### config.mk
export PLATFORM = sky130hd
export DESIGN_NAME = seq_alu
export DESIGN_NICKNAME = d
export VERILOG_FILES = /design/src/rtl/seq_alu.sv
export SDC_FILE = /design/constraint.sdc
export NUM_CORES = 1
export LEC_CHECK = 0
export CORE_MARGIN = 3
export CORE_UTILIZATION = 28
export DETAILED_ROUTE_END_ITERATION = 12
export PLACE_DENSITY = 0.53
export SLEW_MARGIN = 10
export SYNTH_ARGS = -nofsm -noshare
export SYNTH_HDL_FRONTEND = slang
export SYNTH_SLANG_ARGS = --single-unit
### constraint.sdc
create_clock -name clk -period 12.6 [get_ports clk]
set_input_delay 2.52 -clock clk [delete_from_list [all_inputs] [get_ports clk]]
set_output_delay 2.52 -clock clk [all_outputs]
set_load 0.005 [all_outputs]
### src/rtl/seq_alu.sv
// Multi-cycle ALU with valid/ready handshake: single-cycle logic/arith/shift ops plus iterative mul/div.
// Optional signed muls/divs ops are enabled by defining SEQ_ALU_SIGNED_MULDIV_EN.
module seq_alu #(
  parameter int WIDTH = 32,
  localparam int SHW = $clog2(WIDTH)
) (
  input  logic             clk,
  input  logic             reset,
  input  logic             in_valid,
  output logic             in_ready,
  input  logic [3:0]       op,
  input  logic [WIDTH-1:0] operand_1,
  input  logic [WIDTH-1:0] operand_2,
  input  logic [SHW-1:0]   shamt,
  output logic             out_valid,
  input  logic             out_ready,
  output logic [WIDTH-1:0] result,
  output logic [WIDTH-1:0] result_hi,
  output logic [7:0]       status
);

  localparam logic [3:0] OP_AND  = 4'b0000;
  localparam logic [3:0] OP_OR   = 4'b0001;
  localparam logic [3:0] OP_ADD  = 4'b0010;
  localparam logic [3:0] OP_MULU = 4'b0011;
  localparam logic [3:0] OP_DIVU = 4'b0100;
  localparam logic [3:0] OP_SLTU = 4'b0101;
  localparam logic [3:0] OP_SUB  = 4'b0110;
  localparam logic [3:0] OP_SLT  = 4'b0111;
  localparam logic [3:0] OP_MULS = 4'b1000;
  localparam logic [3:0] OP_DIVS = 4'b1001;
  localparam logic [3:0] OP_NOR  = 4'b1100;
  localparam logic [3:0] OP_SLL  = 4'b1110;
  localparam logic [3:0] OP_SRL  = 4'b1111;

  typedef enum logic [1:0] {IDLE, BUSY, DONE} state_t;
  state_t state, state_next;

  logic             accept, is_signed_in, is_mul_in, is_div_in, is_long_in, div_zero_in;
  logic [WIDTH-1:0] mag_1, mag_2;
  logic             is_div_q, signed_q, sign_1_q, sign_2_q;
  logic [WIDTH-1:0] divisor_q, hi_q, lo_q, hi_nx, lo_nx;
  logic [SHW-1:0]   count;
  logic             last_iter;
  logic [WIDTH:0]   sum, diff, mul_sum, trial;
  logic [WIDTH-1:0] sc_result;
  logic             sc_ov, sc_cy, sc_valid;
  logic [2*WIDTH-1:0] prod;
  logic [WIDTH-1:0] fin_result, fin_hi;
  logic             fin_ov;

  function automatic logic [7:0] flags(input logic [WIDTH-1:0] r, input logic ov, input logic cy,
                                       input logic dz);
    return {r == '0, ov, cy, r[WIDTH-1], r[1:0] != 2'b00, dz, 2'b00};
  endfunction

  assign in_ready  = (state == IDLE);
  assign out_valid = (state == DONE);
  assign accept    = in_valid & in_ready;

`ifdef SEQ_ALU_SIGNED_MULDIV_EN
  assign is_signed_in = (op == OP_MULS) || (op == OP_DIVS);
`else
  assign is_signed_in = 1'b0;
`endif
  assign is_mul_in   = (op == OP_MULU) || (is_signed_in && op == OP_MULS);
  assign is_div_in   = (op == OP_DIVU) || (is_signed_in && op == OP_DIVS);
  assign is_long_in  = is_mul_in | is_div_in;
  assign div_zero_in = is_div_in && (operand_2 == '0);
  // Signed ops iterate on magnitudes; signs are reapplied when the last step completes
  assign mag_1 = (is_signed_in && operand_1[WIDTH-1]) ? -operand_1 : operand_1;
  assign mag_2 = (is_signed_in && operand_2[WIDTH-1]) ? -operand_2 : operand_2;
  assign last_iter = (count == '1);

  always_ff @(posedge clk) begin
    if (reset) state <= IDLE;
    else       state <= state_next;
  end

  always_comb begin
    state_next = state;
    case (state)
      IDLE: if (accept) state_next = (is_long_in && !div_zero_in) ? BUSY : DONE;
      BUSY: if (last_iter) state_next = DONE;
      DONE: if (out_ready) state_next = IDLE;
      default: state_next = IDLE;
    endcase
  end

  always_comb begin
    sum       = {1'b0, operand_1} + {1'b0, operand_2};
    diff      = {1'b0, operand_1} - {1'b0, operand_2};
    sc_result = '0;
    sc_ov     = 1'b0;
    sc_cy     = 1'b0;
    sc_valid  = 1'b1;
    case (op)
      OP_AND:  sc_result = operand_1 & operand_2;
      OP_OR:   sc_result = operand_1 | operand_2;
      OP_NOR:  sc_result = ~(operand_1 | operand_2);
      OP_ADD: begin
        sc_result = sum[WIDTH-1:0];
        sc_cy     = sum[WIDTH];
        sc_ov     = (operand_1[WIDTH-1] == operand_2[WIDTH-1]) && (sum[WIDTH-1] != operand_1[WIDTH-1]);
      end
      OP_SUB: begin
        sc_result = diff[WIDTH-1:0];
        sc_cy     = diff[WIDTH];
        sc_ov     = (operand_1[WIDTH-1] != operand_2[WIDTH-1]) && (diff[WIDTH-1] != operand_1[WIDTH-1]);
      end
      OP_SLT:  sc_result = {{(WIDTH-1){1'b0}}, $signed(operand_1) < $signed(operand_2)};
      OP_SLTU: sc_result = {{(WIDTH-1){1'b0}}, operand_1 < operand_2};
      OP_SLL:  sc_result = operand_1 << shamt;
      OP_SRL:  sc_result = operand_1 >> shamt;
      default: sc_valid = 1'b0;
    endcase
  end

  // One shift-add or restoring-divide step, plus the signed fix-up of the step's outcome
  always_comb begin
    mul_sum = {1'b0, hi_q} + (lo_q[0] ? {1'b0, divisor_q} : '0);
    trial   = {hi_q, lo_q[WIDTH-1]} - {1'b0, divisor_q};
    if (is_div_q) begin
      if (!trial[WIDTH]) begin
        hi_nx = trial[WIDTH-1:0];
        lo_nx = {lo_q[WIDTH-2:0], 1'b1};
      end else begin
        hi_nx = {hi_q[WIDTH-2:0], lo_q[WIDTH-1]};
        lo_nx = {lo_q[WIDTH-2:0], 1'b0};
      end
    end else begin
      {hi_nx, lo_nx} = {mul_sum, lo_q[WIDTH-1:1]};
    end
    prod = {hi_nx, lo_nx};
    if (is_div_q) begin
      fin_result = (signed_q && (sign_1_q ^ sign_2_q)) ? -lo_nx : lo_nx;
      fin_hi     = (signed_q && sign_1_q) ? -hi_nx : hi_nx;
      fin_ov     = signed_q && !(sign_1_q ^ sign_2_q) && lo_nx[WIDTH-1];
    end else begin
      if (signed_q && (sign_1_q ^ sign_2_q)) prod = -prod;
      fin_result = prod[WIDTH-1:0];
      fin_hi     = prod[2*WIDTH-1:WIDTH];
      fin_ov     = signed_q ? (fin_hi != {WIDTH{fin_result[WIDTH-1]}}) : (fin_hi != '0);
    end
  end

  always_ff @(posedge clk) begin
    if (reset) begin
      result    <= '0;
      result_hi <= '0;
      status    <= '0;
      count     <= '0;
      hi_q      <= '0;
      lo_q      <= '0;
      divisor_q <= '0;
      is_div_q  <= 1'b0;
      signed_q  <= 1'b0;
      sign_1_q  <= 1'b0;
      sign_2_q  <= 1'b0;
    end else begin
      case (state)
        IDLE: if (accept) begin
          is_div_q  <= is_div_in;
          signed_q  <= is_signed_in;
          sign_1_q  <= operand_1[WIDTH-1];
          sign_2_q  <= operand_2[WIDTH-1];
          divisor_q <= mag_2;
          lo_q      <= mag_1;
          hi_q      <= '0;
          count     <= '0;
          if (div_zero_in) begin
            result    <= {WIDTH{1'b1}};
            result_hi <= operand_1;
            status    <= flags({WIDTH{1'b1}}, 1'b0, 1'b0, 1'b1);
          end else if (!is_long_in) begin
            result    <= sc_result;
            result_hi <= '0;
            status    <= sc_valid ? flags(sc_result, sc_ov, sc_cy, 1'b0) : 8'h00;
          end
        end
        BUSY: begin
          hi_q  <= hi_nx;
          lo_q  <= lo_nx;
          count <= count + 1'b1;
          if (last_iter) begin
            result    <= fin_result;
            result_hi <= fin_hi;
            status    <= flags(fin_result, fin_ov, 1'b0, 1'b0);
          end
        end
        default: ;
      endcase
    end
  end

endmodule
Yosys cells after proc, flatten, opt, wreduce, memory -nomap -nowiden
Index checks and enable logic that the tools add are counted.
{"block": "word_totals", "input_bits": 77, "elab_cells": 103, "regBits": 176, "output_inout_bits": 74}
{"block": "op_classes", "n_addsub": 5, "order_cmp": 2, "reduce_logical": 19, "bitwise_logic": 5, "n_mux": 40, "shifts": 2, "eq_ne": 21}
{"op": "$mux W32", "n": 16}
{"op": "$pmux W32 S9", "n": 1}
{"op": "$pmux W32 S2", "n": 4}
{"op": "$logic_not A32 Y1", "n": 3}
{"op": "$add A32 B32 Y33", "n": 2}
{"op": "$lt A32 B32 Y1", "n": 2}
{"op": "$mux W64", "n": 1}
{"op": "$mux W8", "n": 5}
{"op": "$sub A32 B32 Y33", "n": 1}
{"op": "$sub A33 B32 Y33", "n": 1}
{"op": "$and A32 B32 Y32", "n": 1}
{"op": "$not A32 Y32", "n": 1}
{"op": "$or A32 B32 Y32", "n": 1}
{"op": "$reduce_bool A32 Y1", "n": 1}
{"op": "$shl A32 B5 Y32", "n": 1}
{"op": "$shr A32 B5 Y32", "n": 1}
{"op": "$eq A4 B3 Y1 const B", "n": 4}
{"op": "$pmux W8 S2", "n": 1}
{"op": "$eq A4 B4 Y1 const B", "n": 3}
{"op": "$pmux W5 S2", "n": 1}
{"op": "$reduce_or A9 Y1", "n": 1}
{"op": "$eq A4 B2 Y1 const B", "n": 2}
{"op": "$mux W2", "n": 4}
{"op": "$pmux W2 S3", "n": 1}
{"op": "other kinds (23)", "n": 35}

Depth between registers and ports, before layout
Gate-level depths: netlist of the first run.
{"block": "depth", "word_depth": 9, "mapped_depth": 18, "depth_no_buf": 16}

Worst setup path after synthesis of the first run
OpenSTA, ideal clock, no wires.
{"block": "synth_timing", "path_type": "input port to flip-flop", "start": "input operand_1[14]", "end": "register status[7]", "path_stages": 15, "setup_ps": 96, "path_buffers": 2, "arrival_ps": 6236, "t_required_ps": 12504, "setup_slack_ps": 6268, "path_cell_list": "clkbuf_1 inv_1 ha_1 buf_6 or3_1 or2_1 or4_4 a2111oi_4 o21ai_2 a21bo_1 a21oi_1 o211ai_1 or2_1 or4bb_1 o41ai_2"}
{"block": "synth_via", "elab_chain_cells": 9, "word_cells_on_any_way": 16, "classes_between": "add/sub (2); order compare (2); shift (2); mux (6); bitwise (3); reduce/logical (1)"}
{"item": "from (decl)", "line_no": "12", "rtl": "input logic [WIDTH-1:0] operand_1,"}
{"item": "branches (longest 2 deep; another with $sub A32 B32 Y33)"}
{"item": "$pmux W32 S9 *", "line_no": "97", "rtl": "case (op)"}
{"item": "$logic_not A32 Y1 *", "line_no": "54", "rtl": "return {r == '0, ov, cy, r[WIDTH-1], r[1:0] != 2'b00, dz, 2'b00};"}
{"item": "$mux W8 *", "line_no": "178", "rtl": "status <= sc_valid ? flags(sc_result, sc_ov, sc_cy, 1'b0) : 8'h00;"}
{"item": "$mux W8 *", "line_no": "175", "rtl": "end else if (!is_long_in) begin"}
{"item": "$mux W8 *", "line_no": "171", "rtl": "if (div_zero_in) begin"}
{"item": "$mux W8 *", "line_no": "162", "rtl": "IDLE: if (accept) begin"}
{"item": "$pmux W8 S2 *", "line_no": "161", "rtl": "case (state)"}
{"item": "to (signal assigned)", "line_no": "174", "rtl": "status <= flags({WIDTH{1'b1}}, 1'b0, 1'b0, 1'b1);"}
{"item": "to (signal assigned)", "line_no": "178"}
{"item": "to (signal assigned)", "line_no": "188", "rtl": "status <= flags(fin_result, fin_ov, 1'b0, 1'b0);"}
{"item": "to (decl)", "line_no": "19", "rtl": "output logic [7:0] status"}
Mark *: on every way between the ends. The select of a mux whose other input is x is not followed.
A chain may end at the register's enable or synchronous reset.

Worst setup path after layout of the first run
{"block": "layout_timing", "start": "input operand_1[9]", "end": "register status[7]"}
The elaborated chain is that of the path after synthesis.

==> reports/results.ini, run 1 <==
[status]
outcome = completed

[power_and_ir_drop]
power_switching_w = 0.000816
p_seq_frac = 0.320
switching_share = 0.419
p_per_area_nw_per_um2 = 83.0
leakage_nw = 8.96
vdd_drop_max_uv = 109
p_clk_frac = 0.279
intPower_w = 0.00113
power_frac_comb = 0.401

[cts]
tritoncts = done
numCtsBuffers = 17
cts_htree_levels = 4
post_cts_resized = 0
clock-sinks = 174
clock_latency_ps = 500
clkTransAtPathRegs_ps = 80
postCtsSetupBuffers = 0
cts_hold_buf = 0
clockRootBuffer = clkbuf_16
clockBufferDepth = 2

[worst_setup_path]
cp-start-kind = input port
path_class = input port to register
cp.required_ps = 13010
critPathCaptureType = register
reg2reg_from = lo_q[31]$_SDFFE_PP0P_
slowest_stage = clkdlybuf4s50_1
crit_cells = 14
rr_worst_depth = 17
crit_chain = clkdlybuf4s50_1 -> inv_1 -> ha_1 -> or4_1 -> nand4b_1 -> o211a_1 -> o22ai_1 -> o41ai_1 -> o31ai_1 -> a21o_1 -> o211ai_1 -> or2_1 -> or4bb_1 -> o41ai_2
cp_slowest_stage_delay_ps = 770
critPathTopFamily = compound AO/OA/AOI/OAI gates
critPathArrivalTime_ps = 7830
rrSetupSlack_ps = 6860
r2r-end = status[6]$_SDFFE_PP0P_
cp_max_fo = 13
critPathBufInv = 2

[logic_synthesis]
syn_inst = 2873
synthArstFlopShare = 0
synth_edf_count = 0
synth_top_family_by_area = compound AO/OA/AOI/OAI gates
synth-main-ff-cell = dfxtp_1
synth_common_cells = 388 x nand2_1, 306 x nor2_1, 296 x a21oi_1
yosys.area_share.simple = 0.232
synth_area_um2 = 20700
synth.most_common_cell = nand2_1
synth_cell_type_count = 89
ys_warn_count = 0
yosysTopAreaCellShare = 0.168
synth_compound_area_frac = 0.286
synth_area_per_cell_um2 = 7.20
synth_top_cell_by_area = dfxtp_1
yosysSeqAreaShare = 0.168
synthMuxAreaShare = 0.112
synthXorXnorAreaFrac = 0.0216
synth-adder-area-share = 0.109
synthTopCellsByArea = dfxtp_1 17%, ha_1 11%, a21oi_1 7.2%, nand2_1 7.0%, mux4_2 6.4%
ys_ff_latch = 174

[timing]
fin_crit_ps = 7420
hold_violations = 0
setup_viol = 0
fin_skew_ps = 24.1
fmax_mhz = 135
fin_setup_tns_ps = 0
rsz0062_at_grt = no
slew_viol_final = 0
hold_ws_ps = 464
worst_pin_slew_ps = 1350
slew_headroom = 0.0974
fin_crit_sh = 0.589

[route]
drt_iter0_drc = 2516
vias = 23100
drtPass1Iterations = 6
drc = 0
wl_per_cell_um = 26.8
viasPerCell = 6.02
finalWirelength_um = 103000
ant_nets = 0

[finish]
fin_nets = 3123
area_delta_synth_final_pct = 13.4
final_core_util = 0.321
drive_gt1_frac = 0.0656
fin_cells = 3843

[min_path]
hold-path-endpoint = status[2]$_SDFFE_PP0P_
hp-class = register to register
hp-start = status[2]$_SDFFE_PP0P_
min_path_cells = 2

[global_route]
grt_usage = 0.259
grt_pass1_vias = 21800
overflow = 0
grt_start_max_net_pins = 90
grt_pass1_wl_um = 150000
antenna_found_initial = 4

[floorplan]
die-area_um2 = 77200
start_util = 0.283
die_h_um = 278
die_w_um = 278
row_count = 99
ioPinCount = 151
core_um2 = 73100

[placed_design]
place_congestion = 1.03
io_buffers = 148
placed_cells = 3808
hpwl_um = 79500

[job]
cap_violations = 0

==> worst max-delay path by stage <==
stage | from | to | slack, ps
after floorplan | operand_1[14] | status[7]$_SDFFE_PP0P_ | 6270
after global placement | operand_1[9] | status[7]$_SDFFE_PP0P_ | 4920
after detailed placement | operand_1[9] | status[7]$_SDFFE_PP0P_ | 4860
after CTS | operand_1[9] | status[7]$_SDFFE_PP0P_ | 5360
after global routing | operand_1[10] | status[7]$_SDFFE_PP0P_ | 4990
final | operand_1[9] | status[7]$_SDFFE_PP0P_ | 5180
==> flip-flops by register name (all words and copies together), names as in the netlist <==
signal     count
count          5
is_div_q       1
result_hi     32
divisor_q     32
hi_q          32
result        32
status         6
state          2
lo_q          32
==> tightest hold or removal path: stages (launching register included) <==
cell	delay, ps
dfxtp_1	320
nand2_1	50
a21oi_1	50
==> metal layers <==
layer | share of wire | vias to the layer above | wire length (µm) | GRT usage
met2 | 0.45 | 1247 | 46300 | 0.418
met1 | 0.41 | 11100 | 41800 | 0.326
met3 | 0.080 | 268 | 8210 | 0.0454
li1 | - | 10500 | - | -
met4 | 0.065 | 6 | 6740 | 0.147
met5 | 0.00040 | - | 41 | 0
==> layout make-up <==
type / instances / area (µm²)
Clock inverter: 15 / 155
Clock buffer: 17 / 425
Fill cell: 7979 / 49600
Sequential cell: 174 / 3490
Antenna cell: 3 / 7.51
Inverter: 147 / 552
Timing Repair Buffer: 197 / 1820
Tap cell: 959 / 1200
Multi-Input combinational cell: 2331 / 15800
==> cell usage in the layout (no fill, tap or decap), types with 11 or more instances in the layout <==
master / n
buf_4: 50
o21ai_1: 16
dfxtp_1: 173
and2_1: 46
ha_1: 174
a22oi_1: 28
clkdlybuf4s50_1: 141
nand4_1: 27
nand2_1: 388
nand2b_1: 30
a31oi_1: 37
o22ai_1: 27
or4_1: 11
o2111ai_1: 11
a221oi_1: 14
nor2_1: 301
clkbuf_16: 17
o31ai_1: 11
mux2i_1: 72
a211oi_1: 57
nor3_1: 78
nand3_1: 41
nor2b_1: 18
nor4_1: 22
o211ai_1: 64
mux4_2: 59
o21ai_0: 113
a311oi_1: 32
xnor2_1: 25
inv_1: 145
or3_1: 21
xor2_1: 26
a21oi_1: 296
and3_1: 15
a21o_1: 48
a2111oi_0: 11
o21bai_1: 20
==> power by group through the flow <==
stage	sequential (W)	clock [W]	combinational (W)
2_1_floorplan	0.000618	0	0.000460
3_3_place_gp	0.000635	0	0.000761
3_5_place_dp	0.000636	0	0.000754
4_1_cts	0.000623	0.000558	0.000759
5_1_grt	0.000626	0.000574	0.000828
6_report	0.000623	0.000543	0.000781
==> cells by family (layout without fill, tap and decap cells) <==
family | Yosys count | count (layout)
muxes | 145 | 145
xor gates and xnor gates | 51 | 51
and+or+nand+nor | 1053 | 1053
DFF | 174 | 174
other | 1 | 5
buffers and inverters | 369 | 376
adders and majority gates | 178 | 178
AOI/OAI and AO/OA | 902 | 902
==> per-stage QoR <==
step | worst slack, ps | cell area, µm² | power [W]
after floorplan | 6270 | 20700 | 0.00108
after global placement | 4920 | 22800 | 0.00140
after detailed placement | 4860 | 22900 | 0.00139
after CTS | 5360 | 23400 | 0.00194
after global routing | 4990 | 23400 | 0.00203
final | 5180 | 23500 | 0.00195
Note: power is estimated with default switching activity, not from simulation.
==> run 2, diff against run 1 <==
Clock period 12.6 ns to 6.85 ns, I/O delays scaled along.
==> run 2 against run 1 <==
Against the previous run: setup slack got worse by 4300 ps; clock power increased by 84%; global-route usage decreased by 0.32 points; combinational power rose by 87%; clock-buffer cell count is 2 higher; final cell count increased by 1.2%; register-to-register slack got worse by 5700 ps; critical path depth unchanged; critical path type unchanged; largest power group unchanged.
==> reports/results.ini, run 2 (synthesized netlist as in run 1, its figures left out) <==
[power_and_ir_drop]
p_per_area_nw_per_um2 = 152  ; +83%
vdd_drop_max_uv = 213  ; +94%
leakage_nw = 9.20  ; +2.7%

[timing]
hold_violations = 0  ; unchanged
slew_headroom = 0.277  ; +0.179
setup_viol = 0  ; unchanged
slew_viol_final = 0  ; unchanged
rsz0062_at_grt = no
fin_crit_ps = 5940
worst_pin_slew_ps = 1080  ; -266 ps
fin_skew_ps = 20.1  ; -3.97 ps
fin_setup_tns_ps = 0  ; unchanged
fin_crit_sh = 0.868
fmax_mhz = 168

[global_route]
overflow = 0  ; unchanged
grt_pass1_wl_um = 149000  ; -0.60%
antenna_found_initial = 1  ; -3
grt_usage = 0.256  ; -0.00321
grt_pass1_vias = 22000  ; +0.64%
grt_start_max_net_pins = 112  ; +24%

[route]
viasPerCell = 5.99  ; -0.44%
ant_nets = 0  ; unchanged
drtPass1Iterations = 9  ; +3
wl_per_cell_um = 26.2  ; -2.5%
drc = 0  ; unchanged
finalWirelength_um = 102000  ; -1.3%
vias = 23300  ; +0.80%
drt_iter0_drc = 3041  ; +21%

[finish]
area_delta_synth_final_pct = 15.1
drive_gt1_frac = 0.0795  ; +0.0139
layout_commonest_cell = nand2_1
final_cell_mix = 388 x nand2_1, 301 x nor2_1, 296 x a21oi_1
fin_cells = 3891  ; +1.2%
fin_nets = 3172  ; +1.6%

[placed_design]
hpwl_um = 78700  ; -1.0%
io_buffers = 148  ; unchanged
place_congestion = 1.02  ; -0.92%
placed_cells = 3857  ; +1.3%

[floorplan]
die-area_um2 = 77200  ; unchanged
die_w_um = 278  ; unchanged
start_util = 0.283  ; unchanged
row_count = 99  ; unchanged
core_um2 = 73100  ; unchanged
ioPinCount = 151  ; unchanged
die_h_um = 278  ; unchanged

[job]
cap_violations = 0  ; unchanged

[status]
outcome = completed

[worst_setup_path]
critPathCaptureType = register
cp.required_ps = 7250  ; -5760 ps
critPathArrivalTime_ps = 6340  ; -1490 ps
cp_slowest_stage_delay_ps = 850  ; +80 ps
path_class = input port to register
slowest_stage = o31ai_1
crit_chain = clkdlybuf4s50_1 -> inv_1 -> ha_1 -> or4_1 -> nand4b_1 -> o211a_1 -> o22ai_1 -> o41ai_1 -> o31ai_1 -> a21o_1 -> o211ai_1 -> or2_1 -> or4bb_1 -> o41ai_2
cp-start-kind = input port
cp_max_fo = 7  ; -6

[cts]
cts_htree_levels = 4  ; unchanged
tritoncts = done
postCtsSetupBuffers = 0  ; unchanged
clkTransAtPathRegs_ps = 70  ; about the same
clockBufferDepth = 2  ; unchanged
clock_latency_ps = 490  ; about the same
numCtsBuffers = 17  ; unchanged
cts_hold_buf = 0  ; unchanged
clock-sinks = 174  ; unchanged
post_cts_resized = 0  ; unchanged
clockRootBuffer = clkbuf_16

[min_path]
hp-class = register to register

run 2: changes by cell type in the layout (fill, tap and decap cells not counted), sizes merged:
cell      change
clkbuf        +2
buf          +49
bufinv        +1
clkinv        -1
clkinvlp      -2
inv           -1
run 2: critical path, delay by kind of cell:
kind	cells	cell delay [ps]
compound gates	7	2220
simple gates	4	1660
buf+inv	2	680
fa+ha+maj	1	410
run 2: final cells by class:
type	instances	area, µm²
timing repair buffer	246	2200
tap	959	1200
antenna	3	7.51
multi-input combinational	2331	15800
sequential	174	3490
fill	7996	49300
inverter	147	552
clock inverter	12	130
clock buffer	19	443
run 2: worst paths after layout:
kind                                             start                endpoint  slack (ps)  cells after the start
worst max-delay path                      operand_2[7]  status[7]$_SDFFE_PP0P_         910                     14
worst min-delay path            status[2]$_SDFFE_PP0P_  status[2]$_SDFFE_PP0P_         460                      2
worst max register to register   lo_q[31]$_SDFFE_PP0P_  status[6]$_SDFFE_PP0P_        1180                     17
worst min register to register  status[2]$_SDFFE_PP0P_  status[2]$_SDFFE_PP0P_         460                      2
run 2: metal layers:
metal / GRT usage / share of wire / vias up
li1: - / - / 10600
met1: 0.338 / 0.42 / 11200
met2: 0.400 / 0.44 / 1253
met3: 0.0380 / 0.079 / 262
met4: 0.140 / 0.064 / 0
met5: 0 / 0 / -
run 2: stage by stage:
stage	area [µm²]	util	setup slack (ps)	total power (W)	hold WS, ps
global route	23800	0.326	738	0.00376	479
floorplan	20700	-	1670	0.00198	439
finish	23800	0.326	908	0.00361	458
global placement	23200	0.318	677	0.00259	444
detailed placement	23200	0.318	549	0.00258	447
CTS	23800	0.326	1080	0.00359	460
run 2: power by group:
| group | total, W | internal [W] | switching [W] |
|---|---|---|---|
| Combinational | 0.00146 | 0.000542 | 0.000923 |
| Sequential | 0.00114 | 0.00108 | 0.0000629 |
| Clock | 0.00100 | 0.000518 | 0.000484 |
| Total | 0.00361 | 0.00214 | 0.00147 |
